==> src/rtl/nibble_add_seq_if.sv <==
`default_nettype none
// +----------------------------------------------------------------------------+
// | nibble_add_seq_if : request/result bus and adder4 operand bus for the       |
// |                     nibble-serial add/subtract sequencer                    |
// | Revision: 1.0                                                               |
// +----------------------------------------------------------------------------+
interface nibble_add_seq_if #(
  parameter int NIBBLES = 4
);
  localparam int W = 4 * NIBBLES;

  // Request side
  logic         start;
  logic         sub;
  logic         cin_in;
  logic [W-1:0] op_a;
  logic [W-1:0] op_b;

  // Result side
  logic         busy;
  logic         done;
  logic [W-1:0] result;
  logic         cout_out;

  // External adder4 operands and its combinational answer
  logic [3:0]   add_a;
  logic [3:0]   add_b;
  logic         add_cin;
  logic [3:0]   add_sum;
  logic         add_cout;

  // Environment side: issues requests and hosts the adder4
  modport master (
    output start, sub, cin_in, op_a, op_b, add_sum, add_cout,
    input  busy, done, result, cout_out, add_a, add_b, add_cin
  );

  // Sequencer side
  modport slave (
    input  start, sub, cin_in, op_a, op_b, add_sum, add_cout,
    output busy, done, result, cout_out, add_a, add_b, add_cin
  );
endinterface

`default_nettype wire

==> src/rtl/nibble_add_seq.sv <==
`default_nettype none
// +----------------------------------------------------------------------------+
// | nibble_add_seq : wide add/subtract performed one nibble per clock through   |
// |                  an external 4-bit adder; result published on completion    |
// | Revision: 1.0                                                               |
// +----------------------------------------------------------------------------+
module nibble_add_seq #(
  parameter int NIBBLES = 4
) (
  input  logic             clk,
  input  logic             rst_n,
  nibble_add_seq_if.slave  bus
);
  localparam int W  = 4 * NIBBLES;
  localparam int IW = $clog2(NIBBLES);
  localparam logic [IW-1:0] C_LAST_IDX = IW'(NIBBLES - 1);

  typedef enum logic [1:0] {
    S_IDLE = 2'd0,
    S_RUN  = 2'd1,
    S_DONE = 2'd2
  } state_t;

  state_t          r_state;
  state_t          w_state_next;

  logic [W-1:0]    r_a;
  logic [W-1:0]    r_b;
  logic [W-1:0]    r_acc;
  logic [W-1:0]    r_result;
  logic            r_sub;
  logic            r_carry;
  logic            r_cout;
  logic [IW-1:0]   r_idx;

  logic            w_accept;
  logic            w_last;
  logic [W-1:0]    w_acc_next;

  // A request is taken whenever the sequencer is not mid-operation, so DONE can chain
  assign w_accept = bus.start && (r_state != S_RUN);
  assign w_last   = (r_state == S_RUN) && (r_idx == C_LAST_IDX);

  always_ff @(posedge clk or negedge rst_n) begin
    if (!rst_n) begin
      r_state <= S_IDLE;
    end else begin
      r_state <= w_state_next;
    end
  end

  always_comb begin
    w_state_next = r_state;
    bus.busy     = 1'b0;
    bus.done     = 1'b0;
    bus.add_a    = 4'h0;
    bus.add_b    = 4'h0;
    bus.add_cin  = 1'b0;
    case (r_state)
      S_IDLE: begin
        if (w_accept) begin
          w_state_next = S_RUN;
        end
      end
      S_RUN: begin
        bus.busy    = 1'b1;
        // Operands are shift registers, so the live nibble is always bits [3:0]
        bus.add_a   = r_a[3:0];
        bus.add_b   = r_sub ? ~r_b[3:0] : r_b[3:0];
        bus.add_cin = r_carry;
        if (w_last) begin
          w_state_next = S_DONE;
        end
      end
      S_DONE: begin
        bus.done = 1'b1;
        w_state_next = w_accept ? S_RUN : S_IDLE;
      end
      default: begin
        w_state_next = S_IDLE;
      end
    endcase
  end

  always_comb begin
    w_acc_next = r_acc;
    w_acc_next[{r_idx, 2'b00} +: 4] = bus.add_sum;
  end

  always_ff @(posedge clk or negedge rst_n) begin
    if (!rst_n) begin
      r_a      <= '0;
      r_b      <= '0;
      r_acc    <= '0;
      r_result <= '0;
      r_sub    <= 1'b0;
      r_carry  <= 1'b0;
      r_cout   <= 1'b0;
      r_idx    <= '0;
    end else if (w_accept) begin
      r_a     <= bus.op_a;
      r_b     <= bus.op_b;
      r_acc   <= '0;
      r_sub   <= bus.sub;
      r_carry <= bus.sub ? 1'b1 : bus.cin_in;
      r_idx   <= '0;
    end else if (r_state == S_RUN) begin
      r_a     <= r_a >> 4;
      r_b     <= r_b >> 4;
      r_acc   <= w_acc_next;
      r_carry <= bus.add_cout;
      r_idx   <= r_idx + 1'b1;
      // Publish only the complete word so result never shows a half-built value
      if (w_last) begin
        r_result <= w_acc_next;
        r_cout   <= bus.add_cout;
      end
    end
  end

  assign bus.result   = r_result;
  assign bus.cout_out = r_cout;

endmodule

`default_nettype wire

==> src/flat_wrapper.sv <==
// flat-port wrapper written by rule: the top's interface ports become plain ports
module nibble_add_seq_flat 
#(
  parameter int NIBBLES = 4
)
  (clk, rst_n, bus_start, bus_sub, bus_cin_in, bus_op_a, bus_op_b, bus_add_sum, bus_add_cout, bus_busy, bus_done, bus_result, bus_cout_out, bus_add_a, bus_add_b, bus_add_cin);
  nibble_add_seq_if #(.NIBBLES(NIBBLES)) bus_i ();
  input  logic clk;
  input  logic rst_n;
  input wire logic [$bits(bus_i.start)-1:0] bus_start;
  input wire logic [$bits(bus_i.sub)-1:0] bus_sub;
  input wire logic [$bits(bus_i.cin_in)-1:0] bus_cin_in;
  input wire logic [$bits(bus_i.op_a)-1:0] bus_op_a;
  input wire logic [$bits(bus_i.op_b)-1:0] bus_op_b;
  input wire logic [$bits(bus_i.add_sum)-1:0] bus_add_sum;
  input wire logic [$bits(bus_i.add_cout)-1:0] bus_add_cout;
  output wire logic [$bits(bus_i.busy)-1:0] bus_busy;
  output wire logic [$bits(bus_i.done)-1:0] bus_done;
  output wire logic [$bits(bus_i.result)-1:0] bus_result;
  output wire logic [$bits(bus_i.cout_out)-1:0] bus_cout_out;
  output wire logic [$bits(bus_i.add_a)-1:0] bus_add_a;
  output wire logic [$bits(bus_i.add_b)-1:0] bus_add_b;
  output wire logic [$bits(bus_i.add_cin)-1:0] bus_add_cin;
  assign bus_i.start = bus_start;
  assign bus_i.sub = bus_sub;
  assign bus_i.cin_in = bus_cin_in;
  assign bus_i.op_a = bus_op_a;
  assign bus_i.op_b = bus_op_b;
  assign bus_i.add_sum = bus_add_sum;
  assign bus_i.add_cout = bus_add_cout;
  assign bus_busy = bus_i.busy;
  assign bus_done = bus_i.done;
  assign bus_result = bus_i.result;
  assign bus_cout_out = bus_i.cout_out;
  assign bus_add_a = bus_i.add_a;
  assign bus_add_b = bus_i.add_b;
  assign bus_add_cin = bus_i.add_cin;
  nibble_add_seq #(.NIBBLES(NIBBLES)) u_core (.clk(clk), .rst_n(rst_n), .bus(bus_i));
endmodule
==> config.mk <==
export PLATFORM = sky130hd
export DESIGN_NAME = nibble_add_seq_flat
export DESIGN_NICKNAME = d
export VERILOG_FILES = /design/src/rtl/nibble_add_seq_if.sv /design/src/rtl/nibble_add_seq.sv /design/src/flat_wrapper.sv
export SDC_FILE = /design/constraint.sdc
export NUM_CORES = 1
export LEC_CHECK = 0
export BUFFER_PORTS_ARGS = -buffer_cell sky130_fd_sc_hd__clkbuf_2
export CELL_PAD_IN_SITES_DETAIL_PLACEMENT = 1
export CELL_PAD_IN_SITES_GLOBAL_PLACEMENT = 1
export CORE_ASPECT_RATIO = 0.6
export CORE_UTILIZATION = 38
export CTS_BUF_LIST = sky130_fd_sc_hd__clkbuf_16
export DETAILED_ROUTE_END_ITERATION = 6
export GPL_TIMING_DRIVEN = 0
export PLACE_DENSITY_LB_ADDON = 0.1
export SLEW_MARGIN = 20
export SYNTH_ARGS = -nofsm -noshare
export SYNTH_HDL_FRONTEND = slang
export SYNTH_SLANG_ARGS = --single-unit
==> constraint.sdc <==
create_clock -name clk -period 1.9 [get_ports clk]
set_clock_uncertainty 0.2 [all_clocks]
set_input_delay 0.285 -clock clk [delete_from_list [all_inputs] [get_ports clk]]
set_output_delay 0.285 -clock clk [all_outputs]
set_load 0.1 [all_outputs]
Word-level counts from Yosys, hierarchy flattened --
Index checks and enable logic that the tools add are counted.
Word-level totals: bits in writable memories 0, bits in read-only memories 0, output and inout bits 28, register bits 71, memories kept 0, latch bits 0
Operators by class: magnitude comparators 0, bitwise operators 2, divide/modulo/power cells 0, reduce and logical (&&, ||, !) cells 6, shift-type cells 2, $mul 0, add/sub/neg operators 2, muxes and demuxes 22, equality and inequality tests 6
Operators with widths (count):
- 16-bit two-way mux | 6
- 16-bit bitwise mux | 1
- 4-bit by 6-bit variable shift with 16-bit output, first input constant | 1
- 4-bit by 6-bit indexed part select with 16-bit output | 1
- 4-bit two-way mux | 3
- 2-bit two-way mux | 4
- 1-bit two-way mux | 7
- 2-bit by 1-bit inequality test with 1-bit output, second input constant | 3
- 4-bit negator with 6-bit output | 1
- 2-bit one-hot mux with 3 select lines | 1
- 2-bit equality test, second input constant | 2
- 4-bit NOT | 1
- 3-bit AND reduction | 1
- 2-bit by 1-bit adder with 2-bit output, second input constant | 1
- 2-bit by 1-bit equality test with 1-bit output, second input constant | 1
- 1-bit logical AND | 2
- 2-bit logical NOT | 1
- 2-bit AND reduction | 1
- 2-bit nonzero test | 1
- 1-bit NOT | 1

Longest topological paths before layout --
depth after elaboration 5, depth in mapped cells 6, depth with buffers taken out 5

Worst setup path after synthesis --
No wires, ideal clock.
path kind register to output, from register u_core.r_state[1], to output port bus_add_b[0], stages on the path, launching flop included 4, arrival 1.933 ns, path slack -0.518 ns, path through dfrtp_1 -> nand2b_4 -> buf_6 -> nor2_1
Between the ends: longest elaborated chain between the ends 2
Ends and longest elaborated chain:
- start, declared | RTL line nibble_add_seq.sv:24 | state_t r_state;
- start signal, assigned | RTL line nibble_add_seq.sv:48 | r_state <= w_state_next;
- 2-bit by 1-bit equality test with 1-bit output | RTL line nibble_add_seq.sv:59 | case (r_state)
- 4-bit two-way mux | RTL line nibble_add_seq.sv:59
- end, declared | RTL line flat_wrapper.sv:22 | output wire logic [$bits(bus_i.add_b)-1:0] bus_add_b;
No other way between the ends.

Worst setup path in the final report --
from register u_core.r_state[1], to output port bus_add_cin
Between the ends: longest elaborated chain between the ends 2
Ends and longest elaborated chain:
- 2-bit by 1-bit equality test with 1-bit output | RTL line nibble_add_seq.sv:59
- 1-bit two-way mux | RTL line nibble_add_seq.sv:59
- end, declared | RTL line flat_wrapper.sv:23 | output wire logic [$bits(bus_i.add_cin)-1:0] bus_add_cin;
No other way between the ends.

==> reports/qor.csv <==
metric,value,unit
min_path_type,in2reg,
yosys-top-cells-area,"dfrtp_1 (53%), mux2i_1 (10%), a21oi_1 (4.3%), a32o_1 (3.6%), nor2_1 (3.1%)",
violations,negative setup slack,
wl_per_cell,17.86,um
rsz0062_at_grt,true,
clk_pin_slew,0.05,ns
outcome,"finished, violations left",
drt_drc_violations_left,0,
endpoint_kind,primary output,
final_max_slew_viol_count,0,
place_area,3899,um2
met2_usage,0.3066,
worstMarginPinSlew,0.5419,ns
cts_max_level,3,
core_area,8556,um2
nNetsFinal,453,
avgSynthCellArea,10.83,um2
syn_area,3369,um2
setup_ws,-0.02751,ns
grt_max_degree,46,
antenna_cells,0,
synth_cells,311,
grt_pass1_wl,14550,um
io_buffers,65,
vias,2693,
drive_gt1_frac,0.3741,
initial_core_util,0.3938,
cts_root_buffer,clkbuf_16,
seqCellArea,1778,um2
cts_buffer_depth,2,
grt_antenna_before_repair,0,
synth-seq-cells,71,
cp-start-kind,flop,
grtUsageMet3,0.06591,
synth_nets,359,
overflow,0,
post_drt_via_cell_ratio,5.169,
drt-pass1-iter-count,4,
finish.instance_area,4606,um2
grtUsageMet1,0.3193,
routed_wl,9307,um
synth_top_area_frac,0.5273,
synth_edf_count,0,
ys_seq_area_frac,0.5273,
fin_crit_sh,1.014,
r2r-start,u_core.r_idx[0],
reg2reg_depth,6,
fillers,937,
worstSetupPathType,reg2out,
cts_tree,yes,
gp_congestion,0.7572,
synth.distinct_cells,34,
drt_iter0_drc,138,
dieArea,9260,um2
busiest_layer,met1,
grt_pass1_vias,2661,
clock-sinks,71,
fin_util,0.5383,
r2r_slack,0.01,ns
areaGrowthSynthToFinish,36.69,%
r2r-end,u_core.bus.result[13],
finalSetupTns,-0.1469,ns
dieHeight,74.94,um
async_reset_ff_frac,1.000,
setup.worst_path.start,u_core.r_state[1],
multiInputGateArea,1533,um2
period_needed,1.928,ns
ant_nets,0,
maxCapViolations,0,
setup_violations,6,
critPathCapture,bus_add_cin,
clk_latency,0.33,ns
synthFlopType,dfrtp_1,
yosys_warnings,0,
dp_hpwl,6246,um
ios,70,
worst_slew_margin_rel,0.6403,
worstPathMaxFanout,6,
worstPathArrival,1.44,ns
numCtsBuffers,9,
hold_viol_final,0,
yosys.area.top_type,dfrtp_1,
dieWidth,123.6,um
row_count,26,
timing.fmax,0.5188,GHz
worst_ep_required_time,1.41,ns
grt_usage,0.2174,
## area by class of cell
type                            instances  share of cell area
Buffer                                 24             0.03504
Clock buffer                            9             0.04890
Clock inverter                          6            0.004890
Inverter                                5            0.005977
Multi-Input combinational cell        209              0.3328
Sequential cell                        71              0.3860
Tap cell                              112             0.03043
Timing Repair Buffer                   85              0.1559
## kinds of logic (layout without fill, tap and decap cells)
logic type	after synthesis	after routing	synth area share
AND/OR/NAND/NOR	83	83	0.1270
AO/OA/AOI/OAI	79	79	0.1489
adder cells (fa/ha/maj)	6	6	0.02228
multiplexers	37	37	0.1151
buffers and inverters	31	129	0.04901
XOR/XNOR	4	4	0.01040
flip-flops	71	71	0.5273
## state kept, by name (all words and copies together) (netlist names)
name and flops:
u_core.r_state 2, u_core.r_carry 1, u_core.r_b 16, u_core.r_idx 2, u_core.bus.cout_out 1, u_core.bus.result 16, u_core.r_a 16, u_core.r_acc 16
u_core.r_sub 1
## synthesized netlist by cell type (all sizes together), types with 3 or more instances
library cell	number
mux2i	36
a32oi	4
o21ai	27
a32o	16
nand2	27
a21oi	29
and2	6
nor2	28
nor2b	10
inv	5
and4bb	3
buf	23
and2b	4
dfrtp	71
ha	6
xnor2	4
clkbuf	3
## per-layer routing
layer / up-vias / share of wire
met5: - / 0
met4: 0 / 0.0063
met3: 6 / 0.055
met2: 62 / 0.42
met1: 1349 / 0.52
li1: 1276 / -
## timing repair
action                                  CTS  global route
gates resized for setup                  43            29
endpoints found under the hold margin    28             0
hold buffers                              3             0
pin swaps                                 5             4
endpoints found under the setup margin   42            36
cloned                                    1             0
setup buffers                            12             3
## through the flow
stage,std cells,hold WS (ns),worst slack (ns)
after floorplan,311,-0.2106,-0.07594
after global placement,488,0.2632,-0.3632
after detailed placement,489,0.07636,-0.2621
after CTS,519,0.002662,-0.1163
after global routing,521,0.02250,-0.08080
final,521,0.006459,-0.02751
## cells in the final DEF, fill, tap and decap left out, types with 5 or more instances in the layout
master and instances:
dfrtp_1 70, inv_1 5, mux2i_1 34, a32o_1 12, nand2_1 27, nor2b_1 8
a21oi_1 23, buf_4 20, o21ai_0 16, a21oi_2 6, buf_2 12, clkbuf_16 16
clkbuf_2 53, nor2_1 23, o21ai_1 11, and2_4 6
## critical path: stages, from the launching register on
cell       delay (ns)
dfrtp_1          0.38
nand2b_4         0.18
inv_6            0.09
buf_8            0.12
and2_4           0.15
clkbuf_16        0.19
## worst min-delay path by stage
stage / start / endpoint / cells after the start
finish: bus_sub / u_core.r_sub / 3
global route: bus_sub / u_core.r_sub / 3
CTS: bus_op_a[13] / u_core.r_a[13] / 3
detailed placement: rst_n / u_core.bus.result[14] / 1
global placement: u_core.r_b[6] / u_core.r_b[2] / 2
floorplan: rst_n / u_core.bus.cout_out / 0
Power is not shown: default switching activity piles up to over one toggle a cycle in this logic, so the estimate is an artifact.
